===== config.mk =====
export PLATFORM = sky130hd
export DESIGN_NAME = wasm_const_emitter_flat
export DESIGN_NICKNAME = d
export VERILOG_FILES = /design/src/rtl/wasm_pkg.sv /design/src/rtl/wasm_const_emitter_if.sv /design/src/rtl/sleb128_step.sv /design/src/rtl/wasm_const_emitter.sv /design/src/flat_wrapper.sv
export SDC_FILE = /design/constraint.sdc
export NUM_CORES = 1
export LEC_CHECK = 0
export CAP_MARGIN = 20
export CORE_ASPECT_RATIO = 2
export CORE_UTILIZATION = 50
export DETAILED_ROUTE_END_ITERATION = 6
export PLACE_DENSITY = 0.88
export REMOVE_ABC_BUFFERS = 1
export SLEW_MARGIN = 20
export SYNTH_ARGS = -nofsm -noshare
export SYNTH_HDL_FRONTEND = slang
export SYNTH_SLANG_ARGS = --single-unit

===== constraint.sdc =====
create_clock -name clk -period 4.9 [get_ports clk]
set_clock_uncertainty 0.05 [all_clocks]
set_input_delay 0.98 -clock clk [delete_from_list [all_inputs] [get_ports clk]]
set_output_delay 0.98 -clock clk [all_outputs]
set_load 0.05 [all_outputs]

===== src/rtl/wasm_pkg.sv =====
// Shared types for the wasm *.const emitter: constant type codes, opcodes, FSM states.
package wasm_pkg;

    typedef enum logic [1:0] {
        TYPE_I32 = 2'd0,
        TYPE_I64 = 2'd1,
        TYPE_F32 = 2'd2,
        TYPE_F64 = 2'd3
    } const_type_e;

    localparam logic [7:0] OP_I32_CONST = 8'h41;
    localparam logic [7:0] OP_I64_CONST = 8'h42;
    localparam logic [7:0] OP_F32_CONST = 8'h43;
    localparam logic [7:0] OP_F64_CONST = 8'h44;

    typedef enum logic [1:0] {
        ST_IDLE    = 2'd0,
        ST_OPCODE  = 2'd1,
        ST_PAYLOAD = 2'd2
    } emit_state_e;

    function automatic logic [7:0] opcode_of(const_type_e t);
        case (t)
            TYPE_I32: return OP_I32_CONST;
            TYPE_I64: return OP_I64_CONST;
            TYPE_F32: return OP_F32_CONST;
            default:  return OP_F64_CONST;
        endcase
    endfunction

endpackage


===== src/rtl/wasm_const_emitter_if.sv =====
// Request/byte-stream bundle of the const emitter; slave is the emitter side.
interface wasm_const_emitter_if;
    import wasm_pkg::*;

    logic        in_valid;
    logic        in_ready;
    logic [1:0]  in_type;
    logic [63:0] in_value;
    logic        out_valid;
    logic        out_ready;
    logic [7:0]  out_byte;
    logic        out_last;

    modport master (
        output in_valid, in_type, in_value, out_ready,
        input  in_ready, out_valid, out_byte, out_last
    );

    modport slave (
        input  in_valid, in_type, in_value, out_ready,
        output in_ready, out_valid, out_byte, out_last
    );

endinterface


===== src/rtl/sleb128_step.sv =====
// One sLEB128 output group from the shift register. CONST_EMITTER_PAD_LEB_EN selects
// fixed-width padding (5/10 bytes) with the continuation bit taken from the byte count.
module sleb128_step (
    input  logic [63:0] shreg_i,
    input  logic        is_i64_i,
    input  logic [3:0]  cnt_i,
    output logic [7:0]  byte_o,
    output logic        more_o,
    output logic [63:0] rest_o
);
    logic [6:0] grp;

    assign grp    = shreg_i[6:0];
    // Arithmetic shift keeps the sign fill going, which padding relies on too.
    assign rest_o = $signed(shreg_i) >>> 7;

`ifdef CONST_EMITTER_PAD_LEB_EN
    assign more_o = (cnt_i != (is_i64_i ? 4'd9 : 4'd4));
`else
    logic unused_pad;
    assign unused_pad = ^{cnt_i, is_i64_i};
    assign more_o = !(((rest_o == '0) && !grp[6]) || ((rest_o == '1) && grp[6]));
`endif

    assign byte_o = {more_o, grp};

endmodule


===== src/rtl/wasm_const_emitter.sv =====
// Serialises a typed constant into wasm i32/i64/f32/f64.const bytecode, one byte per beat.
// Optional macro CONST_EMITTER_PAD_LEB_EN pads integer payloads to 5/10 bytes.
module wasm_const_emitter
    import wasm_pkg::*;
(
    input  logic                 clk,
    input  logic                 reset,
    wasm_const_emitter_if.slave  bus,
    output logic                 busy
);
    emit_state_e state_q, state_d;
    const_type_e type_q, type_d;
    logic [63:0] shreg_q, shreg_d;
    logic [3:0]  cnt_q, cnt_d;

    logic        in_ready_c, out_valid_c, out_last_c;
    logic [7:0]  out_byte_c;
    logic        is_float;
    logic [3:0]  float_last;
    logic [7:0]  leb_byte;
    logic        leb_more;
    logic [63:0] leb_rest;

    assign is_float   = type_q[1];
    assign float_last = (type_q == TYPE_F64) ? 4'd7 : 4'd3;

    sleb128_step u_step (
        .shreg_i  (shreg_q),
        .is_i64_i (type_q == TYPE_I64),
        .cnt_i    (cnt_q),
        .byte_o   (leb_byte),
        .more_o   (leb_more),
        .rest_o   (leb_rest)
    );

    always_comb begin
        state_d     = state_q;
        type_d      = type_q;
        shreg_d     = shreg_q;
        cnt_d       = cnt_q;
        in_ready_c  = 1'b0;
        out_valid_c = 1'b0;
        out_byte_c  = 8'h00;
        out_last_c  = 1'b0;
        case (state_q)
            ST_IDLE: begin
                in_ready_c = 1'b1;
                if (bus.in_valid) begin
                    type_d  = const_type_e'(bus.in_type);
                    cnt_d   = '0;
                    state_d = ST_OPCODE;
                    case (const_type_e'(bus.in_type))
                        TYPE_I32: shreg_d = {{32{bus.in_value[31]}}, bus.in_value[31:0]};
                        TYPE_F32: shreg_d = {32'h0, bus.in_value[31:0]};
                        default:  shreg_d = bus.in_value;
                    endcase
                end
            end
            ST_OPCODE: begin
                out_valid_c = 1'b1;
                out_byte_c  = opcode_of(type_q);
                if (bus.out_ready) state_d = ST_PAYLOAD;
            end
            ST_PAYLOAD: begin
                out_valid_c = 1'b1;
                if (is_float) begin
                    out_byte_c = shreg_q[7:0];
                    out_last_c = (cnt_q == float_last);
                end else begin
                    out_byte_c = leb_byte;
                    out_last_c = !leb_more;
                end
                if (bus.out_ready) begin
                    shreg_d = is_float ? (shreg_q >> 8) : leb_rest;
                    cnt_d   = cnt_q + 4'd1;
                    if (out_last_c) state_d = ST_IDLE;
                end
            end
            default: state_d = ST_IDLE;
        endcase
    end

    always_ff @(posedge clk or negedge reset) begin
        if (!reset) begin
            state_q <= ST_IDLE;
            type_q  <= TYPE_I32;
            shreg_q <= '0;
            cnt_q   <= '0;
        end else begin
            state_q <= state_d;
            type_q  <= type_d;
            shreg_q <= shreg_d;
            cnt_q   <= cnt_d;
        end
    end

    assign bus.in_ready  = in_ready_c;
    assign bus.out_valid = out_valid_c;
    assign bus.out_byte  = out_byte_c;
    assign bus.out_last  = out_last_c;
    assign busy          = (state_q != ST_IDLE);

endmodule


===== src/flat_wrapper.sv =====
// flat-port wrapper written by rule: the top's interface ports become plain ports
module wasm_const_emitter_flat import wasm_pkg::*;
  (clk, reset, busy, bus_in_valid, bus_in_type, bus_in_value, bus_out_ready, bus_in_ready, bus_out_valid, bus_out_byte, bus_out_last);
  wasm_const_emitter_if bus_i ();
  input  logic clk;
  input  logic reset;
  output logic busy;
  input wire logic [$bits(bus_i.in_valid)-1:0] bus_in_valid;
  input wire logic [$bits(bus_i.in_type)-1:0] bus_in_type;
  input wire logic [$bits(bus_i.in_value)-1:0] bus_in_value;
  input wire logic [$bits(bus_i.out_ready)-1:0] bus_out_ready;
  output wire logic [$bits(bus_i.in_ready)-1:0] bus_in_ready;
  output wire logic [$bits(bus_i.out_valid)-1:0] bus_out_valid;
  output wire logic [$bits(bus_i.out_byte)-1:0] bus_out_byte;
  output wire logic [$bits(bus_i.out_last)-1:0] bus_out_last;
  assign bus_i.in_valid = bus_in_valid;
  assign bus_i.in_type = bus_in_type;
  assign bus_i.in_value = bus_in_value;
  assign bus_i.out_ready = bus_out_ready;
  assign bus_in_ready = bus_i.in_ready;
  assign bus_out_valid = bus_i.out_valid;
  assign bus_out_byte = bus_i.out_byte;
  assign bus_out_last = bus_i.out_last;
  wasm_const_emitter u_core (.clk(clk), .reset(reset), .bus(bus_i), .busy(busy));
endmodule

After elaboration in Yosys (flattened, before gate mapping)
Index checks and enable logic that the tools add are counted.

cells by class
  $add $sub $neg = 1
  equal/unequal tests = 13
  reductions and logical operators = 16
  mux-type cells = 22

operator list
  operator                                             number
  one-hot mux 64 bit (2 select lines)                  2
  two-way mux 64 bit                                   3
  equality test 64 bit, second input constant          1
  logical NOT 64 bit                                   1
  one-hot mux 8 bit (2 select lines)                   1
  one-hot mux 3 bit (3 select lines)                   1
  equality test 2 bit, second input constant           4
  two-way mux 2 bit                                    4
  two-way mux 4 bit                                    2
  two-way mux 8 bit                                    1
  one-hot mux 4 bit (2 select lines)                   1
  AND reduction 4 bit                                  2
  logical NOT 2 bit                                    3
  != test 2 bit, second input constant                 3
  one-hot mux 2 bit (3 select lines)                   1
  two-way mux 1 bit                                    5
  adder 4 x 1 -> 4 bit, second input constant          1
  equality test 2 x 1 -> 1 bit, second input constant  2
  equality test 4 bit                                  1
  != test 2 x 1 -> 1 bit, second input constant        2
  nonzero test 2 bit                                   2
  two-way mux 3 bit                                    1
  AND reduction 3 bit                                  1
  logical AND 1 bit                                    2
  4 further kinds                                      5

word-level totals
  output and inout bits = 12
  register bits after elaboration = 72
  logic and storage cells = 57

Logic depth before layout (Yosys ltp)
Gate-level depths: netlist of run 1.

  word-level depth = 8
  gate-level depth with buffers = 10
  mapped depth without buffers = 8

Cells and area by module
A second synthesis of run 1 with hierarchy kept.

unflattened totals
  cells, all modules = 537
  area, all modules = 5242.5 um^2

by module, submodules not included
  module              seq. area each (um^2)  area an instance (um^2)  cells an instance  times used
  wasm_const_emitter  1801.7                 4456.8                   425                1
  sleb128_step        0.0                    785.8                    112                1

Least setup slack after synthesis of run 1
No wires, ideal clock.

  kind = reg-to-output
  start = reg u_core.state_q[0]
  end = out bus_out_byte[0]
  slack = 1.336 ns
  buffers on the path = 3
  arrival = 2.534 ns
  required time = 3.870 ns
  cell stages (with the launch flop) = 8
  cell sequence = dfrtp_1 inv_1 ha_1 clkbuf_1 clkbuf_1 clkbuf_1 nand2_1 a21boi_0

between the ends
  word-level cells in the longest chain between the ends = 2
  elaborated cells on any way between the ends = 3
  those cells by class = eq/ne: 2; mux: 1

RTL lines
  element                                                                     line                      source
  from (decl)                                                                 wasm_const_emitter.sv:11  emit_state_e state_q, state_d;
  from (signal assigned)                                                      wasm_const_emitter.sv:90  state_q <= state_d;
  equality test 2 bit / equality test 2 x 1 -> 1 bit (equally long branches)  wasm_const_emitter.sv:45  case (state_q)
  one-hot mux 8 bit (2 select lines) (*)                                      wasm_const_emitter.sv:45
  to (decl)                                                                   flat_wrapper.sv:14        output wire logic [$bits(bus_i.out_byte)-1:0] bus_out_byte;

Mark *: on every way between the ends. The rest lies on a longest branch, timed or not.

Worst setup path in the final report of run 1
  start = reg u_core.shreg_q[22]
  end = out bus_out_last

between the ends
  word-level cells in the longest chain between the ends = 6
  elaborated cells on any way between the ends = 8
  those cells by class = eq/ne: 1; mux: 3; reduce/logical: 4

RTL lines
  element                                                            line                      source
  from (decl)                                                        wasm_const_emitter.sv:13  logic [63:0] shreg_q, shreg_d;
  from (signal assigned)                                             wasm_const_emitter.sv:92  shreg_q <= shreg_d;
  equality test 64 bit / logical NOT 64 bit (equally long branches)  sleb128_step.sv:22        assign more_o = !(((rest_o == '0) && !grp[6]) || ((rest_o == '1) && grp[6]));
  logical AND 1 bit                                                  sleb128_step.sv:22
  logical OR 1 bit (*)                                               sleb128_step.sv:22
  two-way mux 1 bit (*)                                              wasm_const_emitter.sv:66  if (is_float) begin
  two-way mux 1 bit (*) (2 in a row)                                 wasm_const_emitter.sv:45
  to (decl)                                                          flat_wrapper.sv:15        output wire logic [$bits(bus_i.out_last)-1:0] bus_out_last;

Mark *: on every way between the ends. The rest lies on a longest branch, timed or not. The select of a mux whose other input is x is not followed.

==> impl_metrics.ini, run 1 <==
[setup_path]
r2r.worst_path.cells = 7
crit_end = bus_out_last
timing.critical_path.arrival_ns = 3.07
crit_path_start_kind = register
timing_worst_setup_path_type = register to output pin
timing.critical_path.from = u_core.shreg_q[22]
critical_path_peak_fanout = 5
worst_case_register_to_register_setup_slack_ns = 2.04
timing.rr.end = u_core.shreg_q[34]
crit-reg2reg-launch = u_core.state_q[0]
worst_ep_required_time_ns = 3.87
critPathCaptureType = output pin

[drt]
wire_per_inst_um = 19.0
initialDrtViolationCount = 434
post-route-drc-count = 0
postRouteAntennaNets = 0
route.vias.total = 4083
detail_route.vias_per_cell = 6.28
drtPass1Iterations = 7
detail_route.wirelength_mm = 12.4

[synthesis]
synth_fa_ha_area_frac = 0.0196
synth-xor-area-share = 0.00587
postSynthAreaPerCell_um2 = 9.18
synth.area.top_cells = sky130_fd_sc_hd__dfrtp_1 (40%), sky130_fd_sc_hd__mux2i_1 (12%), sky130_fd_sc_hd__a211oi_1 (8.0%), sky130_fd_sc_hd__o21ai_0 (6.5%), sky130_fd_sc_hd__nand2_1 (5.4%)
sequential_share_of_the_synthesized_area = 0.402
yosys_register_bits = 72
post_synthesis_compound_gate_area_fraction = 0.241
yosys.area.top_type = sky130_fd_sc_hd__dfrtp_1
syn_inst = 488
synth.distinct_cells = 41
synth-async-reset-ratio = 1.00
synthDominantCellAreaShare = 0.402
synth_area_um2 = 4480
synthSimpleGateAreaFrac = 0.143
synth-edff-count = 0
yosysWarningCount = 0
main_combinational_cell_family_by_area_after_synthesis = compound AO/OA/AOI/OAI gates
postSynth.topFlopCell = sky130_fd_sc_hd__dfrtp_1
synthMuxAreaShare = 0.139

[cts]
cts.repair.resized = 0
clock_tree.buffer_depth = 2
clock-sinks = 72
cts-buffers-inserted = 9
cts_setup_buffers = 0
hold_buffers = 0
clock-root-buffer = sky130_fd_sc_hd__clkbuf_16
cts.reportedPaths.clkPinSlew_ns = 0.05
tritoncts = yes
cts-htree-levels = 3
clock_latency_ns = 0.34

[timing]
endpoints_failing_setup = 0
fraction_of_the_cycle_the_final_worst_path_needs = 0.836
worst-slew-pin-transition_ns = 0.823
fin_crit_ns = 4.10
post-route-worst-setup-slack_ns = 0.803
slew_headroom = 0.451
slew_viol_final = 0
final_hold_viol_count = 0
rsz0062_at_grt = false
fin_setup_tns_ns = 0
fmax_mhz = 244

[global_route]
grt_antenna_before_repair = 0
number_of_global_route_vias_before_repair = 3914
grt_usage = 0.284
grt_pass1_wl_mm = 19.2
global_route.overflow_total = 0
pin_count_of_the_biggest_net_entering_global_routing = 71

[cells_and_area]
area_growth_pct = 24.7
antenna_cells = 0
finish.instance_area_um2 = 5590
finish.net_count = 623
fillerInstances = 696
layout-drive-gt1-share = 0.0655
final_core_occ = 0.646

[placed_design]
io_buffer_count = 81
place.detailed.hpwl_mm = 8.69
placement.cell_area_um2 = 5300
gpl.final_weighted_congestion = 0.943
dp_slack_ns = 1.24

[power]
net-switching-power_mw = 1.78
internal-power_mw = 2.10
report.power.total_mw = 3.88
power.share.switching = 0.459
logic_gate_share_of_total_power = 0.497
power_frac_clock = 0.159
max-vdd-ir-drop_v = 0.000381
p_leak_nw = 2.44
seqPwrFrac = 0.344
cell_pwr_density_nw_per_um2 = 695

[run]
maxCapViolations = 0

[min_path]
worstHoldPathType = register to register

[die]
die_w_um = 68.9
die-height_um = 136
start_util = 0.518
floorplan.io_pins = 82
die_area_um2 = 9360
core_area_um2 = 8650
placement_rows = 48

[run_status]
status = finished clean
[metrics by stage]
stage	hold slack (ns)	std cells
after floorplan	0.392	446
after global placement	0.405	635
after detailed placement	0.413	635
after CTS	0.425	650
after global routing	0.441	650
final	0.420	650
[layer usage]
metal	up-vias	part of all wire	track usage
met5	-	0	0
met1	1944	0.36	0.301
met4	0	0.051	0.192
met2	157	0.54	0.484
li1	1939	-	-
met3	43	0.044	0.0503
[layout by cell type, fill, tap and decap left out, drive strengths merged]
cell,instances
nand2b,2
nor4,17
buf,9
clkdlybuf4s50,80
mux2i,54
and3,5
a21o,25
nor2,11
nor2b,4
o211ai,1
o21ai,59
xor2,3
and2,3
a221o,4
a21oi,12
ha,7
nand2,65
nand3,2
mux2,7
clkbuf,15
nor3b,1
o2bb2ai,1
a22o,2
o22a,7
nand4,19
a211oi,48
o31ai,1
nor3,1
or4,1
dfrtp,72
a22oi,3
a21boi,1
inv,8
[sequential cells by signal, indices dropped and copies added (netlist names)]
signal          flops
u_core.shreg_q     64
u_core.cnt_q        4
u_core.state_q      2
u_core.type_q       2
[worst min-delay path by stage]
stage | slack [ns] | cells after the start | start | to
2_1_floorplan | 0.39 | 2 | u_core.shreg_q[4] | u_core.shreg_q[4]
3_3_place_gp | 0.41 | 2 | u_core.shreg_q[5] | u_core.shreg_q[5]
3_5_place_dp | 0.41 | 2 | u_core.shreg_q[4] | u_core.shreg_q[4]
4_1_cts | 0.43 | 2 | u_core.shreg_q[4] | u_core.shreg_q[4]
5_1_grt | 0.44 | 2 | u_core.shreg_q[4] | u_core.shreg_q[4]
6_report | 0.42 | 2 | u_core.shreg_q[4] | u_core.shreg_q[4]
[synth_stat cells, drive strengths merged (2+ instances only)]
cell	n
nor2	11
clkbuf	29
mux2i	54
ha	7
nand2	65
o21ai	59
a21o	25
a211oi	48
o22a	7
dfrtp	72
nand2b	2
xor2	3
nor4	17
a22oi	3
a21oi	12
nand4	19
and2	3
and3	5
a221o	4
a22o	2
inv	8
nand3	2
nor2b	4
buf	13
mux2	7
[worst max-delay path: stages, from the launching register on]
cell and delay, ns:
sky130_fd_sc_hd__dfrtp_1 0.42, sky130_fd_sc_hd__nor4_1 0.49, sky130_fd_sc_hd__nand3_1 0.14, sky130_fd_sc_hd__or4_1 0.56, sky130_fd_sc_hd__nand3_2 0.14, sky130_fd_sc_hd__and3_2 0.18
sky130_fd_sc_hd__clkdlybuf4s50_1 0.79
[power by group through the flow]
stage / logic [mW] / clock network, mW / registers (mW)
3_3_place_gp: 1.83 / 0 / 1.30
2_1_floorplan: 1.43 / 0 / 1.23
6_report: 1.93 / 0.617 / 1.34
5_1_grt: 2.11 / 0.653 / 1.37
4_1_cts: 1.92 / 0.618 / 1.32
3_5_place_dp: 1.90 / 0 / 1.32
[final cells by class]
cell class                 instances  area, µm²  share of cell area
multi-input combinational        366       2480               0.445
timing repair buffer              89        866               0.155
inverter                           8       30.0             0.00538
tap                              100        125              0.0224
sequential                        72       1800               0.323
clock buffer                      15        278              0.0497
[kinds of logic after synthesis]
family                     Yosys count
xor gates and xnor gates             3
adders and majority gates            7
AOI/OAI and AO/OA                  164
muxes                               61
DFF                                 72
and+or+nand+nor                    131
buffers and inverters               50
(Power assumes the default switching activity.)
==> run 2, diff against run 1 <==
Clock period 4.9 ns to 4.2 ns, I/O delays scaled along.
==> impl_metrics.ini, run 2 (same netlist as run 1, synthesis figures left out) <==
[power]
p_leak_nw = 2.46
seqPwrFrac = 0.323
cell_pwr_density_nw_per_um2 = 820
max-vdd-ir-drop_v = 0.000386
net-switching-power_mw = 2.11
internal-power_mw = 2.52
power.share.switching = 0.456
logic_gate_share_of_total_power = 0.509
power_frac_clock = 0.169

[drt]
initialDrtViolationCount = 439
wire_per_inst_um = 19.0
postRouteAntennaNets = 0
detail_route.wirelength_mm = 12.4
post-route-drc-count = 0
detail_route.vias_per_cell = 6.40
drtPass1Iterations = 5
route.vias.total = 4172

[setup_path]
worst_case_register_to_register_setup_slack_ns = 1.15
critPathMaxStageDelay_ns = 0.80
critPathCaptureType = output pin
timing_worst_setup_path_type = register to output pin
timing.critical_path.from = u_core.shreg_q[60]
crit-reg2reg-launch = u_core.state_q[0]
r2r.worst_path.cells = 7
timing.critical_path.arrival_ns = 3.05
crit_end = bus_out_last
crit_path_top_delay_cell = sky130_fd_sc_hd__clkdlybuf4s50_1
timing.rr.end = u_core.shreg_q[38]
critical_path_peak_fanout = 5
worst_ep_required_time_ns = 3.31
crit_path_start_kind = register
crit_chain = nor4_1, nand4_1, or4_1, nand3_2, and3_2, clkdlybuf4s50_1

[timing]
endpoints_failing_setup = 0
worst-slew-pin-transition_ns = 0.773
fraction_of_the_cycle_the_final_worst_path_needs = 0.937
slew_headroom = 0.483
slew_viol_final = 0
fin_crit_ns = 3.94
fmax_mhz = 254
final_hold_viol_count = 0
rsz0062_at_grt = false

[cells_and_area]
finish.instance_area_um2 = 5630
fillerInstances = 700
largest_register_ffs = 64
antenna_cells = 0
max_flop_register = u_core.shreg_q
ff_latch_area_um2 = 1800
layout_commonest_cell = sky130_fd_sc_hd__clkdlybuf4s50_1
finish.net_count = 624
area_growth_pct = 25.8
biggestRegsByFlops = u_core.shreg_q (64), u_core.cnt_q (4)
multi_input_comb_area_um2 = 2480
layout-drive-gt1-share = 0.0707
layout.cells.most_common_list = sky130_fd_sc_hd__clkdlybuf4s50_1 (80), sky130_fd_sc_hd__dfrtp_1 (71), sky130_fd_sc_hd__nand2_1 (65), sky130_fd_sc_hd__o21ai_0 (58), sky130_fd_sc_hd__mux2i_1 (54)
final_core_occ = 0.651

[global_route]
grt_busiest_layer = met2
grt_antenna_before_repair = 0
pin_count_of_the_biggest_net_entering_global_routing = 73
grt_pass1_wl_mm = 19.7
grt.met3_usage = 0.0478
met2_usage_in_global_routing = 0.496
groute.layer.met1.usage = 0.316
number_of_global_route_vias_before_repair = 3990
global_route.overflow_total = 0
grt_usage = 0.288

[placed_design]
gpl.final_weighted_congestion = 0.917
placement.cell_area_um2 = 5330
io_buffer_count = 81
place.detailed.hpwl_mm = 8.76

[die]
core_area_um2 = 8650
die-height_um = 136
floorplan.io_pins = 82
die_w_um = 68.9
die_area_um2 = 9360
start_util = 0.518
placement_rows = 48

[run]
maxCapViolations = 0

[run_status]
status = finished clean

[cts]
cts-buffers-inserted = 9
cts_setup_buffers = 0
tritoncts = yes
clock-sinks = 72
cts.repair.resized = 0
clock_tree.buffer_depth = 2
cts.reportedPaths.clkPinSlew_ns = 0.05
cts-htree-levels = 3
clock_latency_ns = 0.34
hold_buffers = 0
clock-root-buffer = sky130_fd_sc_hd__clkbuf_16

[min_path]
worstHoldPathType = register to register
run 2: changes by cell type in the layout (fill, tap and decap cells not counted):
cell and delta:
sky130_fd_sc_hd__clkbuf_8 -1, sky130_fd_sc_hd__clkbuf_1 -1, sky130_fd_sc_hd__clkinv_2 +2, sky130_fd_sc_hd__a21o_4 -1, sky130_fd_sc_hd__buf_12 +2, sky130_fd_sc_hd__bufinv_16 +1
sky130_fd_sc_hd__buf_4 -1, sky130_fd_sc_hd__a21o_2 +1
run 2: area by class of cell:
| class | instances | area share |
|---|---|---|
| multi-input cells | 366 | 0.440 |
| repair buffers | 90 | 0.159 |
| flip-flops and latches | 72 | 0.320 |
| clock inverters | 3 | 0.00711 |
| well taps | 100 | 0.0222 |
| inverters | 8 | 0.00533 |
| clock buffers | 13 | 0.0462 |
run 2: power groups by stage:
stage / Combinational, mW / Clock [mW] / Sequential [mW]
4_1_cts: 2.34 / 0.782 / 1.47
3_3_place_gp: 2.23 / 0 / 1.44
5_1_grt: 2.57 / 0.811 / 1.53
2_1_floorplan: 1.67 / 0 / 1.43
3_5_place_dp: 2.31 / 0 / 1.47
6_report: 2.35 / 0.780 / 1.49
run 2: stage by stage:
stage	hold WS (ns)	power, mW	setup TNS [ns]	instances	setup WS, ns
3_5_place_dp	0.413	3.78	0	636	0.656
2_1_floorplan	0.392	3.10	-38.65	446	-0.727
4_1_cts	0.425	4.59	0	652	0.277
6_report	0.421	4.62	0	652	0.265
5_1_grt	0.440	4.91	0	652	0.180
3_3_place_gp	0.407	3.68	0	636	0.645
run 2: layer usage:
metal	share of wire	wire [µm]
met1	0.36	4480
met2	0.54	6720
met3	0.046	573
met4	0.052	648
met5	0	0
run 2: worst max-delay path, delay by kind of cell (launching register included):
kind                   cells  cell delay, ns
DFF                        1            0.43
buffers and inverters      1            0.80
and+or+nand+nor            5            1.48
run 2: worst min-delay path by stage:
stage                      startpoint                 to  cells past startpoint
floorplan           u_core.shreg_q[4]  u_core.shreg_q[4]                      2
global placement    u_core.shreg_q[4]  u_core.shreg_q[4]                      2
detailed placement  u_core.shreg_q[4]  u_core.shreg_q[4]                      2
CTS                 u_core.shreg_q[4]  u_core.shreg_q[4]                      2
global route        u_core.shreg_q[4]  u_core.shreg_q[4]                      2
finish              u_core.shreg_q[4]  u_core.shreg_q[4]                      2
